**config.mk**
```make
export PLATFORM = sky130hd
export DESIGN_NAME = operand_input_ctrl_flat
export DESIGN_NICKNAME = d
export VERILOG_FILES = /design/src/rtl/operand_input_ctrl_if.sv /design/src/rtl/operand_input_ctrl.sv /design/src/flat_wrapper.sv
export SDC_FILE = /design/constraint.sdc
export NUM_CORES = 1
export LEC_CHECK = 0
export ABC_AREA = 1
export BUFFER_PORTS_ARGS = -buffer_cell sky130_fd_sc_hd__buf_4
export CAP_MARGIN = 25
export CORE_UTILIZATION = 60
export CTS_CLUSTER_DIAMETER = 60
export CTS_CLUSTER_SIZE = 8
export DETAILED_ROUTE_END_ITERATION = 6
export GPL_ROUTABILITY_DRIVEN = 0
export GPL_TIMING_DRIVEN = 0
export HOLD_SLACK_MARGIN = 0.1
export PLACE_DENSITY = 0.8
export SYNTH_ARGS = -nofsm -noshare
export SYNTH_HDL_FRONTEND = slang
export SYNTH_SLANG_ARGS = --single-unit
```
**constraint.sdc**
```tcl
create_clock -name clk -period 3.68 [get_ports clk]
set_clock_uncertainty 0.2 [all_clocks]
set_input_delay 0.736 -clock clk [delete_from_list [all_inputs] [get_ports clk]]
set_output_delay 0.736 -clock clk [all_outputs]
set_load 0.02 [all_outputs]
```
**src/rtl/operand_input_ctrl_if.sv**
```systemverilog
// operand_input_ctrl_if: switch/button inputs and committed operand outputs of the calculator front end
interface operand_input_ctrl_if;
    logic [7:0] sw;
    logic       btn_load_a;
    logic       btn_load_b;
    logic       btn_clear;
    logic [7:0] a;
    logic [7:0] b;
    logic       operands_valid;
    logic [1:0] state;
    modport master (
        output sw, btn_load_a, btn_load_b, btn_clear,
        input  a, b, operands_valid, state
    );
    modport slave (
        input  sw, btn_load_a, btn_load_b, btn_clear,
        output a, b, operands_valid, state
    );
endinterface

```
**src/rtl/operand_input_ctrl.sv**
```systemverilog
// operand_input_ctrl: synchronizes and debounces three buttons, then commits switch operands A/B
module operand_input_ctrl #(
    parameter int DEBOUNCE_CYCLES = 100_000
) (
    input logic                 clk,
    input logic                 rst,
    operand_input_ctrl_if.slave io
);
    localparam int CW = $clog2(DEBOUNCE_CYCLES);
    localparam logic [CW-1:0] CNT_MAX = CW'(DEBOUNCE_CYCLES - 1);
    typedef enum logic [1:0] {IDLE = 2'b00, GOT_A = 2'b01, READY = 2'b10} state_t;
    logic [2:0]    raw, s1, s2, deb, deb_d, pulse;
    logic [CW-1:0] cnt [3];
    state_t        st;
    logic [7:0]    a_q, b_q;
    logic          valid_q;
    // bit 0: load_a, bit 1: load_b, bit 2: clear
    assign raw   = {io.btn_clear, io.btn_load_b, io.btn_load_a};
    assign pulse = deb & ~deb_d;
    always_ff @(posedge clk or posedge rst) begin
        if (rst) begin
            s1    <= '0;
            s2    <= '0;
            deb   <= '0;
            deb_d <= '0;
            for (int i = 0; i < 3; i++) cnt[i] <= '0;
        end else begin
            s1    <= raw;
            s2    <= s1;
            deb_d <= deb;
            for (int i = 0; i < 3; i++) begin
                deb[i] <= (s2[i] != deb[i] && cnt[i] == CNT_MAX) ? s2[i] : deb[i];
                cnt[i] <= (s2[i] == deb[i] || cnt[i] == CNT_MAX) ? '0 : cnt[i] + 1'b1;
            end
        end
    end
    // load_a always lands in GOT_A; load_b only counts once A exists
    always_ff @(posedge clk or posedge rst) begin
        if (rst) begin
            st      <= IDLE;
            a_q     <= '0;
            b_q     <= '0;
            valid_q <= 1'b0;
        end else begin
            valid_q <= 1'b0;
            if (pulse[2]) begin
                a_q <= '0;
                b_q <= '0;
                st  <= IDLE;
            end else if (pulse[0]) begin
                a_q <= io.sw;
                st  <= GOT_A;
            end else if (pulse[1] && st != IDLE) begin
                b_q     <= io.sw;
                st      <= READY;
                valid_q <= 1'b1;
            end
        end
    end
    assign io.a              = a_q;
    assign io.b              = b_q;
    assign io.operands_valid = valid_q;
    assign io.state          = st;
endmodule

```
**src/flat_wrapper.sv**
```systemverilog
// flat-port wrapper written by rule: the top's interface ports become plain ports
module operand_input_ctrl_flat 
#(
    parameter int DEBOUNCE_CYCLES = 100_000
)
  (clk, rst, io_sw, io_btn_load_a, io_btn_load_b, io_btn_clear, io_a, io_b, io_operands_valid, io_state);
  operand_input_ctrl_if io_i ();
  input logic clk;
  input logic rst;
  input wire logic [$bits(io_i.sw)-1:0] io_sw;
  input wire logic [$bits(io_i.btn_load_a)-1:0] io_btn_load_a;
  input wire logic [$bits(io_i.btn_load_b)-1:0] io_btn_load_b;
  input wire logic [$bits(io_i.btn_clear)-1:0] io_btn_clear;
  output wire logic [$bits(io_i.a)-1:0] io_a;
  output wire logic [$bits(io_i.b)-1:0] io_b;
  output wire logic [$bits(io_i.operands_valid)-1:0] io_operands_valid;
  output wire logic [$bits(io_i.state)-1:0] io_state;
  assign io_i.sw = io_sw;
  assign io_i.btn_load_a = io_btn_load_a;
  assign io_i.btn_load_b = io_btn_load_b;
  assign io_i.btn_clear = io_btn_clear;
  assign io_a = io_i.a;
  assign io_b = io_i.b;
  assign io_operands_valid = io_i.operands_valid;
  assign io_state = io_i.state;
  operand_input_ctrl #(.DEBOUNCE_CYCLES(DEBOUNCE_CYCLES)) u_core (.clk(clk), .rst(rst), .io(io_i));
endmodule
```
==> results.cfg <==
[drt]
initialDrtViolationCount = 193
drcViolationCount = 12
ant_nets = 0
routedWlPerCell_um = 12.0
wirelength_um = 7750
viasPerCell = 5.16
firstDrtPassIters = 6
vias = 3339

[setup_path]
cp.required_ns = 2.74
cp_cell_sequence = buf_4
crit_buf_inv = 1
crit_path_end_kind = output pin
cp.arrival_ns = 0.96
critPathLaunchType = flop
path_max_fanout = 4
crit_path_max_incr_delay_ns = 0.43
path_delay_family = flip-flops
critPathKind = flop to output pin
critPathSlowestCell = dfrtp_1

[timing]
finalSetupViolCount = 0
finalCriticalPeriod_ns = 1.89
hold_slack_ns = 0.151
maxSlewViolCount = 0
worstMarginPinSlew_ns = 0.399
relSlewSlack = 0.733
layout_setup_ws_ns = 1.79
fmax_mhz = 528
fin_crit_sh = 0.514
finalHoldViolCount = 0
rsz0062_at_grt = no

[logic_synthesis]
ys_types = 23
yosys-top-cells-area = dfrtp_1 51%, nand2_1 13%, nor2_1 11%
synthArstFlopShare = 1.00
synth_edf_count = 0
yosysTopAreaCellShare = 0.509
synth_top_area_cell = dfrtp_1
synth-seq-area-share = 0.509
syn-instance-count = 521
synth_most_common_cell = nand2_1
synth-main-ff-cell = dfrtp_1
syn_avg_cell_area_um2 = 7.74
synth_fp_nets = 537
syn-cell-area_mm2 = 0.00404
synth_seq_cells = 82
yosys-top-cells-count = 139 x nand2_1, 118 x nor2_1, 82 x dfrtp_1
yosys_warnings = 0

[final_layout]
fillers = 506
antenna_cells = 0
area.growth.synth_to_final_pct = 13.7
final_nets = 581
final_util = 0.714
drive_gt1_frac = 0.121

[clock_tree]
post_cts_buffers = 0
clk_pin_slew_ns = 0.10
htreeDepth = 3
clock-root-buffer = clkbuf_8
cts_max_path_buffers = 2
clock_latency_ns = 0.36
cts.sinks = 82
numCtsBuffers = 9
ctsResizeCount = 0
cts_tree = yes

[floorplanning]
core_area_mm2 = 0.00642
fp.dieArea_mm2 = 0.00706
initial_core_util = 0.628
rows = 29
dieHeight_um = 84.0
pin_count = 32
die_w_um = 84.0

[pwr]
power_mw = 1.60
ir_worst_vdd_mv = 0.371
leakagePower_nw = 2.19
p_per_area_mw_per_mm2 = 348

[status]
violations = design-rule violations
status = complete, but fails checks

[place]
pre_cts_ws_ns = 1.95
hpwl_um = 5510
port_buffers = 31

[global_routing]
grt_use_total = 0.240
grt_max_degree = 76
antenna_found_initial = 0
grt_pass1_vias = 3138
grt_pass1_wl_um = 13600
overflow = 0

[run]
maxCapViolCount = 0

[hold_path]
hold_path.class = flop to flop
## per-stage QoR
step                cells  TNS, ns  cell area, um^2
floorplan             521        0             4040
global placement      629   -25.03             4360
detailed placement    630        0             4390
CTS                   647        0             4590
global route          647        0             4590
finish                647        0             4590
## cells by family (layout without fill, tap and decap cells)
group,count (synthesis),in the layout,synth area share
AO/OA/AOI/OAI,28,28,0.0400
XOR/XNOR,19,19,0.0412
adder cells (fa/ha/maj),3,3,0.00930
buffers and inverters,69,118,0.0710
flip-flops,82,82,0.509
AND/OR/NAND/NOR,320,320,0.330
## layout by cell type, fill, tap and decap left out
cell	count
buf_2	1
clkbuf_8	9
buf_8	1
nand3_1	42
o21bai_1	7
clkinv_2	1
a21oi_1	5
ha_1	3
inv_2	3
dfrtp_1	82
nor2_1	118
nand2_2	6
nor2_4	2
o21ai_1	2
buf_6	2
nor2_2	1
xor2_1	14
and2_1	1
nand2_1	139
o21ai_0	13
buf_4	31
buf_16	1
inv_4	1
inv_6	2
o21ai_2	1
inv_1	61
xnor2_1	5
nand4_1	8
inv_8	1
dlygate4sd3_1	1
nand2_4	3
clkinv_4	3
## path summary, 6_finish.rpt
path                               startpoint  cells after the start        endpoint  slack (ns)
min in group asynchronous                 rst                      3  u_core.cnt[21]        0.64
setup / recovery           u_core.io.state[0]                      1     io_state[0]        1.79
setup reg to reg                u_core.cnt[0]                      9  u_core.cnt[12]        1.91
max in group asynchronous                 rst                      4  u_core.cnt[12]        2.09
hold / removal                   u_core.s1[0]                      0    u_core.s2[0]        0.15
hold reg to reg                  u_core.s1[0]                      0    u_core.s2[0]        0.15
## registers in the layout, summed over array words and instances (netlist names)
signal / cells
u_core.deb_d: 3
u_core.cnt: 51
u_core.io.a: 8
u_core.deb: 3
u_core.s2: 3
u_core.io.state: 2
u_core.io.operands_valid: 1
u_core.io.b: 8
u_core.s1: 3
## per-layer routing
metal	share of wire	track usage	wire (um)	vias up
li1	-	-	-	1700
met1	0.48	0.324	3730	1568
met2	0.47	0.395	3660	64
met3	0.036	0.0445	279	7
met4	0.010	0.0784	79	0
met5	0	0	0	-
## power by group
part	total, mW	internal [mW]	switching, mW	leakage, nW
logic	0.0645	0.0246	0.0399	1.06
clock network	0.614	0.257	0.357	0.0961
registers	0.919	0.911	0.00763	1.04
## repair_timing
item / in CTS / in global routing
endpoints found under the hold margin: 7 / 0
hold buffers: 1 / 0
setup endpoints to repair: 0 / 0
## layout make-up
type / instances / area (um^2) / area share
inverters: 65 / 246 / 0.0537
well taps: 77 / 96.3 / 0.0210
flip-flops and latches: 82 / 2050 / 0.447
multi-input cells: 370 / 1700 / 0.370
clock inverters: 7 / 60.1 / 0.0131
plain buffers: 4 / 42.5 / 0.00927
clock buffers: 9 / 124 / 0.0270
repair buffers: 33 / 270 / 0.0589
Power figures use the tool's default switching activity.
